File: src/rtl/wb_pipe_reg_pkg.sv
// Shared definitions for the MEM->WB pipeline register and its stage slot.
//
// Purpose:
//   Default field widths, the field values that make up a bubble, and the
//   write-enable helper used to qualify the register-file write port.
//   The same constants serve the other pipeline registers of the core.
package wb_pipe_reg_pkg;

    // Default widths for the 16-bit core.
    localparam int WB_DATA_W  = 16;
    localparam int WB_RADDR_W = 4;

    // Control-field values carried by a bubble. The destination of a bubble
    // is the all-ones NOP register address, which depends on the address width
    // and is therefore supplied as a module parameter.
    localparam logic BUBBLE_VALID    = 1'b0;
    localparam logic BUBBLE_MEMTOREG = 1'b0;
    localparam logic BUBBLE_REGWRITE = 1'b0;

    // A register-file write happens only for a real instruction that asks
    // to write and does not target the NOP destination.
    function automatic logic wb_write_en(input logic valid,
                                         input logic regwrite,
                                         input logic is_nop_dst);
        return valid & regwrite & ~is_nop_dst;
    endfunction

endpackage

File: src/rtl/wb_pipe_slot.sv
// One stage of the MEM->WB pipeline register.
//
// Purpose:
//   Holds one instruction slot. Per clock edge, in priority order:
//   reset or flush -> bubble, stall -> hold, otherwise load the incoming slot.
//   An incoming slot with i_valid = 0 is loaded as a bubble whatever its
//   other fields carry, so stray control bits never travel down the pipe.
//
// Ports:
//   CLK, RST        clock, synchronous active-high reset
//   i_flush         replace this stage with a bubble
//   i_stall         hold this stage
//   i_valid..i_memres   incoming slot (from the MEM stage or the previous stage)
//   o_valid..o_memres   registered contents of this stage
module wb_pipe_slot
    import wb_pipe_reg_pkg::*;
#(
    parameter int                 DATA_W    = WB_DATA_W,
    parameter int                 RADDR_W   = WB_RADDR_W,
    parameter logic [RADDR_W-1:0] NOP_RADDR = {RADDR_W{1'b1}}
) (
    input  logic               CLK,
    input  logic               RST,
    input  logic               i_flush,
    input  logic               i_stall,
    input  logic               i_valid,
    input  logic               i_memtoreg,
    input  logic [RADDR_W-1:0] i_regdst,
    input  logic               i_regwrite,
    input  logic [DATA_W-1:0]  i_alures,
    input  logic [DATA_W-1:0]  i_memres,
    output logic               o_valid,
    output logic               o_memtoreg,
    output logic [RADDR_W-1:0] o_regdst,
    output logic               o_regwrite,
    output logic [DATA_W-1:0]  o_alures,
    output logic [DATA_W-1:0]  o_memres
);

    logic               r_valid;
    logic               r_memtoreg;
    logic [RADDR_W-1:0] r_regdst;
    logic               r_regwrite;
    logic [DATA_W-1:0]  r_alures;
    logic [DATA_W-1:0]  r_memres;

    always_ff @(posedge CLK) begin
        if (RST || i_flush || (!i_stall && !i_valid)) begin
            r_valid    <= BUBBLE_VALID;
            r_memtoreg <= BUBBLE_MEMTOREG;
            r_regdst   <= NOP_RADDR;
            r_regwrite <= BUBBLE_REGWRITE;
            r_alures   <= '0;
            r_memres   <= '0;
        end else if (!i_stall) begin
            r_valid    <= i_valid;
            r_memtoreg <= i_memtoreg;
            r_regdst   <= i_regdst;
            r_regwrite <= i_regwrite;
            r_alures   <= i_alures;
            r_memres   <= i_memres;
        end
    end

    assign o_valid    = r_valid;
    assign o_memtoreg = r_memtoreg;
    assign o_regdst   = r_regdst;
    assign o_regwrite = r_regwrite;
    assign o_alures   = r_alures;
    assign o_memres   = r_memres;

endmodule

File: src/rtl/wb_pipe_reg.sv
// MEM->WB pipeline register with STAGES-deep latency.
//
// Purpose:
//   Carries the memory-stage result to the register-file write port and the
//   forwarding unit. Adds valid tracking, stall (hold all stages) and flush
//   (bubble all stages) control, a write-back data mux and write enable driven
//   from the final stage, and a count of instructions committed from it.
//   Every output is a function of registers only; no input reaches an output
//   combinationally. STAGES is legal from 1 to 4.
//
// Ports:
//   CLK, RST            clock, synchronous active-high reset
//   stall_i, flush_i    hold / bubble every stage (flush wins)
//   valid_i..memres_i   incoming instruction slot from MEM
//   valid_o..memres_o   final-stage slot
//   wbdata_o            memtoreg_o ? memres_o : alures_o
//   wbwe_o              valid_o & regwrite_o & (regdst_o != NOP_RADDR)
//   retired_o           committed-instruction counter, wraps at 2^CNT_W
module wb_pipe_reg
    import wb_pipe_reg_pkg::*;
#(
    parameter int                 DATA_W    = WB_DATA_W,
    parameter int                 RADDR_W   = WB_RADDR_W,
    parameter logic [RADDR_W-1:0] NOP_RADDR = {RADDR_W{1'b1}},
    parameter int                 STAGES    = 1,
    parameter int                 CNT_W     = 16
) (
    input  logic               CLK,
    input  logic               RST,
    input  logic               stall_i,
    input  logic               flush_i,
    input  logic               valid_i,
    input  logic               memtoreg_i,
    input  logic [RADDR_W-1:0] regdst_i,
    input  logic               regwrite_i,
    input  logic [DATA_W-1:0]  alures_i,
    input  logic [DATA_W-1:0]  memres_i,
    output logic               valid_o,
    output logic               memtoreg_o,
    output logic [RADDR_W-1:0] regdst_o,
    output logic               regwrite_o,
    output logic [DATA_W-1:0]  alures_o,
    output logic [DATA_W-1:0]  memres_o,
    output logic [DATA_W-1:0]  wbdata_o,
    output logic               wbwe_o,
    output logic [CNT_W-1:0]   retired_o
);

    // Per-stage slot inputs and registered slot contents.
    logic               w_in_valid    [STAGES];
    logic               w_in_memtoreg [STAGES];
    logic [RADDR_W-1:0] w_in_regdst   [STAGES];
    logic               w_in_regwrite [STAGES];
    logic [DATA_W-1:0]  w_in_alures   [STAGES];
    logic [DATA_W-1:0]  w_in_memres   [STAGES];

    logic               w_valid    [STAGES];
    logic               w_memtoreg [STAGES];
    logic [RADDR_W-1:0] w_regdst   [STAGES];
    logic               w_regwrite [STAGES];
    logic [DATA_W-1:0]  w_alures   [STAGES];
    logic [DATA_W-1:0]  w_memres   [STAGES];

    logic               w_advance;
    logic [CNT_W-1:0]   r_retired;

    for (genvar s = 0; s < STAGES; s++) begin : g_stage
        if (s == 0) begin : g_head
            assign w_in_valid[s]    = valid_i;
            assign w_in_memtoreg[s] = memtoreg_i;
            assign w_in_regdst[s]   = regdst_i;
            assign w_in_regwrite[s] = regwrite_i;
            assign w_in_alures[s]   = alures_i;
            assign w_in_memres[s]   = memres_i;
        end else begin : g_body
            assign w_in_valid[s]    = w_valid[s-1];
            assign w_in_memtoreg[s] = w_memtoreg[s-1];
            assign w_in_regdst[s]   = w_regdst[s-1];
            assign w_in_regwrite[s] = w_regwrite[s-1];
            assign w_in_alures[s]   = w_alures[s-1];
            assign w_in_memres[s]   = w_memres[s-1];
        end

        wb_pipe_slot #(
            .DATA_W   (DATA_W),
            .RADDR_W  (RADDR_W),
            .NOP_RADDR(NOP_RADDR)
        ) u_slot (
            .CLK       (CLK),
            .RST       (RST),
            .i_flush   (flush_i),
            .i_stall   (stall_i),
            .i_valid   (w_in_valid[s]),
            .i_memtoreg(w_in_memtoreg[s]),
            .i_regdst  (w_in_regdst[s]),
            .i_regwrite(w_in_regwrite[s]),
            .i_alures  (w_in_alures[s]),
            .i_memres  (w_in_memres[s]),
            .o_valid   (w_valid[s]),
            .o_memtoreg(w_memtoreg[s]),
            .o_regdst  (w_regdst[s]),
            .o_regwrite(w_regwrite[s]),
            .o_alures  (w_alures[s]),
            .o_memres  (w_memres[s])
        );
    end

    // The final-stage entry leaves the pipe whenever the pipe moves. A flush
    // also moves it: that entry has already been committed to write-back, so
    // it is counted even though the stage is overwritten with a bubble.
    assign w_advance = ~stall_i | flush_i;

    always_ff @(posedge CLK) begin
        if (RST) begin
            r_retired <= '0;
        end else if (w_advance && w_valid[STAGES-1]) begin
            r_retired <= r_retired + CNT_W'(1);
        end
    end

    assign valid_o    = w_valid[STAGES-1];
    assign memtoreg_o = w_memtoreg[STAGES-1];
    assign regdst_o   = w_regdst[STAGES-1];
    assign regwrite_o = w_regwrite[STAGES-1];
    assign alures_o   = w_alures[STAGES-1];
    assign memres_o   = w_memres[STAGES-1];

    assign wbdata_o   = w_memtoreg[STAGES-1] ? w_memres[STAGES-1] : w_alures[STAGES-1];
    assign wbwe_o     = wb_write_en(w_valid[STAGES-1], w_regwrite[STAGES-1],
                                    w_regdst[STAGES-1] == NOP_RADDR);
    assign retired_o  = r_retired;

endmodule
File: config.mk
export PLATFORM = sky130hd
export DESIGN_NAME = wb_pipe_reg
export DESIGN_NICKNAME = d
export VERILOG_FILES = /design/src/rtl/wb_pipe_reg_pkg.sv /design/src/rtl/wb_pipe_slot.sv /design/src/rtl/wb_pipe_reg.sv
export SDC_FILE = /design/constraint.sdc
export NUM_CORES = 1
export LEC_CHECK = 0
export BUFFER_PORTS_ARGS = -buffer_cell sky130_fd_sc_hd__clkbuf_2
export CORE_MARGIN = 2
export CORE_UTILIZATION = 35
export DETAILED_ROUTE_END_ITERATION = 10
export PLACE_DENSITY = 0.71
export SLEW_MARGIN = 20
export SYNTH_ARGS = -nofsm -noshare
export SYNTH_HDL_FRONTEND = slang
export SYNTH_HIERARCHICAL = 1
export SYNTH_SLANG_ARGS = --single-unit
File: constraint.sdc
create_clock -name CLK -period 2.63 [get_ports CLK]
set_input_delay 0.263 -clock CLK [delete_from_list [all_inputs] [get_ports CLK]]
set_output_delay 0.263 -clock CLK [all_outputs]
set_load 0.01 [all_outputs]
### Yosys cells after proc, flatten, opt, wreduce, memory -nomap -nowiden

Index checks and enable logic that the tools add are counted.

| word-level totals | value |
|---|---|
| flip-flop bits (word level) | 55 |
| input bits | 43 |
| logic and storage cells | 21 |

| operators by class | value |
|---|---|
| add/sub/neg operators | 1 |
| equality and inequality tests | 1 |
| multiplexer cells | 1 |
| bitwise logic cells | 5 |
| reduce and logical (&&, ||, !) cells | 6 |

Operator list:

| kind | count |
|---|---|
| $add 16x1->16 const B | 1 |
| $mux 16 | 1 |
| $eq 4x4->1 const B | 1 |
| $and 1x1->1 | 2 |
| $logic_and 1x1->1 | 2 |
| $logic_not 1->1 | 2 |
| $logic_or 1x1->1 | 2 |
| $not 1->1 | 2 |
| $or 1x1->1 | 1 |

### Logic depth before layout (Yosys ltp)

| logic depth | value |
|---|---|
| depth after elaboration | 3 |
| mapped depth | 5 |

### Modules after synthesis

The synthesis kept the hierarchy.

By module, submodules not included:

| module | times used | cells an instance | area an instance (µm²) | sequential area each (µm²) |
|---|---|---|---|---|
| wb_pipe_slot | 1 | 173 | 1,664.1 | 780.7 |
| wb_pipe_reg | 1 | 109 | 989.7 | 320.3 |

### Worst setup path before layout

No wires, ideal clock.

| path | value |
|---|---|
| kind | register -> output |
| start point | register g_stage[0].u_slot.r_memtoreg |
| end point | output wbdata_o[10] |
| arrival | 1.401 ns |
| required time | 2.367 ns |
| slack | 0.966 ns |
| stages on the path, launching flop included | 4 |
| buffers on the path | 2 |
| cell sequence | dfxtp_1 -> clkbuf_1 -> clkbuf_1 -> mux2_2 |

| between the ends | value |
|---|---|
| longest elaborated chain between the ends | 1 |

RTL lines:

| element | RTL line | RTL |
|---|---|---|
| start, declared | wb_pipe_slot.sv:41 | `logic r_memtoreg;` |
| start signal, assigned | wb_pipe_slot.sv:57 | `r_memtoreg <= i_memtoreg;` |
| $mux 16 | wb_pipe_reg.sv:128 | `assign wbdata_o = w_memtoreg[STAGES-1] ? w_memres[STAGES-1] : w_alures[STAGES-1];` |
| end, declared | wb_pipe_reg.sv:44 | `output logic [DATA_W-1:0] wbdata_o,` |

Every way passes these cells.

### Final worst setup path

| path | value |
|---|---|
| start point | register g_stage[0].u_slot.r_memtoreg |
| end point | output wbdata_o[5] |

Same word-level chain as after synthesis.

==> out/summary.json <==
{
  "status": {"value": "completed"},
  "power_density_over_cell_area": {"value": 453.6, "unit": "nW/um^2"},
  "final_layout_size_suffix_gt1_frac": {"value": 0.4646},
  "multi_input_comb_area": {"value": 1378, "unit": "um^2"},
  "cells_after_synth": {"value": 282},
  "grt_max_degree": {"value": 78},
  "grt_overflow_total": {"value": 0},
  "cts-htree-levels": {"value": 2},
  "area.growth.synth_to_final": {"value": 23.29, "unit": "%"},
  "synth_fp_nets": {"value": 326},
  "final.fill_count": {"value": 738},
  "synthesis.yosys.warnings": {"value": 6},
  "synthesized_area_per_cell": {"value": 9.411, "unit": "um^2"},
  "power.combinational.fraction": {"value": 0.100},
  "power.ir.vdd_worst": {"value": 0.2627, "unit": "mV"},
  "grt_antenna_before_repair": {"value": 0},
  "synthDominantCellAreaShare": {"value": 0.4149},
  "hold_buffers": {"value": 0},
  "grtUsageTotal": {"value": 0.1502},
  "max-slew-margin-rel": {"value": 0.3336},
  "max_slew.worst_pin.slew": {"value": 0.9997, "unit": "ns"},
  "final.period_utilization": {"value": 0.7489},
  "dp_hpwl": {"value": 4482, "unit": "um"},
  "achievable_clock_frequency": {"value": 507.7, "unit": "MHz"},
  "area_used_by_sequential_logic_in_the_layout": {"value": 1101, "unit": "um^2"},
  "synthTopCellsByCount": {"value": "sky130_fd_sc_hd__dfxtp_1, sky130_fd_sc_hd__nand2_1, sky130_fd_sc_hd__nand3b_1, sky130_fd_sc_hd__a21oi_2, sky130_fd_sc_hd__mux2_2"},
  "dieHeight": {"value": 91.08, "unit": "um"},
  "total_switching_power": {"value": 0.0003611, "unit": "W"},
  "startpoint_type": {"value": "register"},
  "final_core_util": {"value": 0.4487},
  "vias": {"value": 2347},
  "final.setup.tns": {"value": 0, "unit": "ns"},
  "grt_pass1_wl": {"value": 10350, "unit": "um"},
  "yosysUniqueCellTypes": {"value": 34},
  "maxSlewViolCount": {"value": 0},
  "register_area_share_after_synthesis": {"value": 0.4149},
  "rsz0062_at_grt": {"value": "no"},
  "internal_power_component": {"value": 0.001123, "unit": "W"},
  "swShare": {"value": 0.2433},
  "total_leakage_power": {"value": 1.319, "unit": "nW"},
  "synth-main-ff-cell": {"value": "sky130_fd_sc_hd__dfxtp_1"},
  "power": {"value": 0.001484, "unit": "W"},
  "seq_power_share": {"value": 0.579},
  "tritoncts.num_buffers": {"value": 5},
  "design.final.nets": {"value": 425},
  "insertedDiodeCount": {"value": 0},
  "postCtsSetupBuffers": {"value": 0},
  "firstDrtPassIters": {"value": 4},
  "finalSetupViolCount": {"value": 0},
  "floorplan.die_area": {"value": 8295, "unit": "um^2"},
  "crit_arrival": {"value": 1.71, "unit": "ns"},
  "synth_async_sr_flop_share": {"value": 0},
  "first_iter_violations": {"value": 50},
  "critPathRequiredTime": {"value": 2.37, "unit": "ns"},
  "ctsRootBufferMaster": {"value": "sky130_fd_sc_hd__clkbuf_8"},
  "numClockSinks": {"value": 55},
  "initial_core_util": {"value": 0.3639},
  "clk_transition_reported_paths": {"value": 0.10, "unit": "ns"},
  "synth_most_common_cell": {"value": "sky130_fd_sc_hd__dfxtp_1"},
  "cts_tree": {"value": "built"},
  "core_region_area": {"value": 7292, "unit": "um^2"},
  "finalWirelength": {"value": 6209, "unit": "um"},
  "instances_no_fill": {"value": 480},
  "floorplan.rows": {"value": 31},
  "count_of_endpoints_failing_hold_in_the_final_timing_report": {"value": 0},
  "numPortBuffers": {"value": 114},
  "timing.final.ws_setup": {"value": 0.6603, "unit": "ns"},
  "ys_top_cells_by_area": {"value": "sky130_fd_sc_hd__dfxtp_1, sky130_fd_sc_hd__nand3b_1, sky130_fd_sc_hd__a21oi_2"},
  "clk_latency": {"value": 0.30, "unit": "ns"},
  "crit_fanout": {"value": 18},
  "gpl.final_weighted_congestion": {"value": 0.7260},
  "max_cap_violations": {"value": 0},
  "cts-root-to-sink-buffers": {"value": 2},
  "placedCellCount": {"value": 473},
  "timing.final.crit_period": {"value": 1.970, "unit": "ns"},
  "post_cts_resized": {"value": 0},
  "worst-setup-path-type": {"value": "reg2out"},
  "clock_skew": {"value": 0.008875, "unit": "ns"},
  "routedWlPerCell": {"value": 12.94, "unit": "um"},
  "ios": {"value": 115},
  "synth_seq_cells": {"value": 55},
  "post-synth-top-area-cell": {"value": "sky130_fd_sc_hd__dfxtp_1"},
  "dp_worst_setup_slack": {"value": 0.9009, "unit": "ns"},
  "hp-class": {"value": "in2reg"},
  "worst_setup_path_end_kind": {"value": "primary output"},
  "share_clk_of_total_power": {"value": 0.322},
  "die_width": {"value": 91.08, "unit": "um"},
  "vias_per_cell": {"value": 4.890},
  "first_global_vias": {"value": 2193},
  "mappedNetlistArea": {"value": 2654, "unit": "um^2"},
  "synth-edff-count": {"value": 0},
  "antenna_left": {"value": 0},
  "detail_route.drc_violations": {"value": 0}
}
-- state kept, by name (all words and copies together), names as in the netlist --
signal	cells
g_stage.u_slot/o_alures	16
g_stage.u_slot/o_memres	16
retired_o	16
g_stage.u_slot/o_regdst	4
g_stage.u_slot/o_memtoreg	1
g_stage.u_slot/o_regwrite	1
g_stage.u_slot/o_valid	1
-- placed cells by master, fill, tap and decap left out, drive strengths merged, types with 2 or more instances in the layout --
master	instances
clkbuf	120
dfxtp	55
a21oi	44
nand2	41
nand3b	34
mux2	16
o21ai	12
nor2	8
or3	8
nand4	7
xor2	6
nand3	5
and2	4
nor2b	4
nor3b	4
and4	2
and3	2
-- power by group through the flow --
stage,clock [W],combinational (W),sequential [W]
floorplan,0,0.0000995,0.000879
global placement,0,0.000148,0.000878
detailed placement,0,0.000149,0.000878
CTS,0.000505,0.000149,0.000859
global route,0.000532,0.000163,0.000861
finish,0.000478,0.000148,0.000859
-- cells by family (layout without fill, tap and decap cells) --
kind of cell    count (synthesis)  after routing  synth area share
simple gates                  122            122            0.2702
compound gates                 58             58            0.1528
flops                          55             55            0.4149
buf+inv                        23            122           0.06600
mux                            17             17           0.07166
xor+xnor                        6              6           0.01980
fa+ha+maj                       1              1          0.004714
-- per-stage QoR --
| stage | hold WS, ns | instance area (um^2) |
|---|---|---|
| floorplan | 0.3852 | 2654 |
| global placement | 0.4550 | 3181 |
| detailed placement | 0.4633 | 3181 |
| CTS | 0.1905 | 3272 |
| global route | 0.2024 | 3272 |
| finish | 0.2009 | 3272 |
-- per-layer routing --
| metal | track usage | wire (um) |
|---|---|---|
| met1 | 0.1972 | 2847 |
| met2 | 0.2438 | 2846 |
| met3 | 0.04647 | 469 |
| met4 | 0.03030 | 45 |
| met5 | 0 | 0 |
-- cell type report --
| class | instances | area share |
|---|---|---|
| flip-flops and latches | 55 | 0.3365 |
| repair buffers | 115 | 0.1767 |
| clock buffers | 6 | 0.02524 |
| well taps | 99 | 0.03786 |
| clock inverters | 1 | 0.002677 |
| multi-input cells | 204 | 0.4210 |
-- worst max-delay path, cell delays in order (launching register included) --
cell	delay (ns)
sky130_fd_sc_hd__dfxtp_1	0.85
sky130_fd_sc_hd__mux2_2	0.41
sky130_fd_sc_hd__clkbuf_2	0.14
-- path summary, 6_finish.rpt --
kind / endpoint / from / slack, ns / depth (start not counted)
max reg2reg: retired_o[15] / retired_o[2] / 0.91 / 4
max: wbdata_o[5] / g_stage[0].u_slot/o_memtoreg / 0.66 / 2
min reg2reg: g_stage[0].u_slot/o_memres[15] / g_stage[0].u_slot/o_memres[15] / 0.47 / 2
min: g_stage[0].u_slot/o_alures[13] / alures_i[13] / 0.20 / 3
No activity file was read; power rests on OpenSTA's default activity.
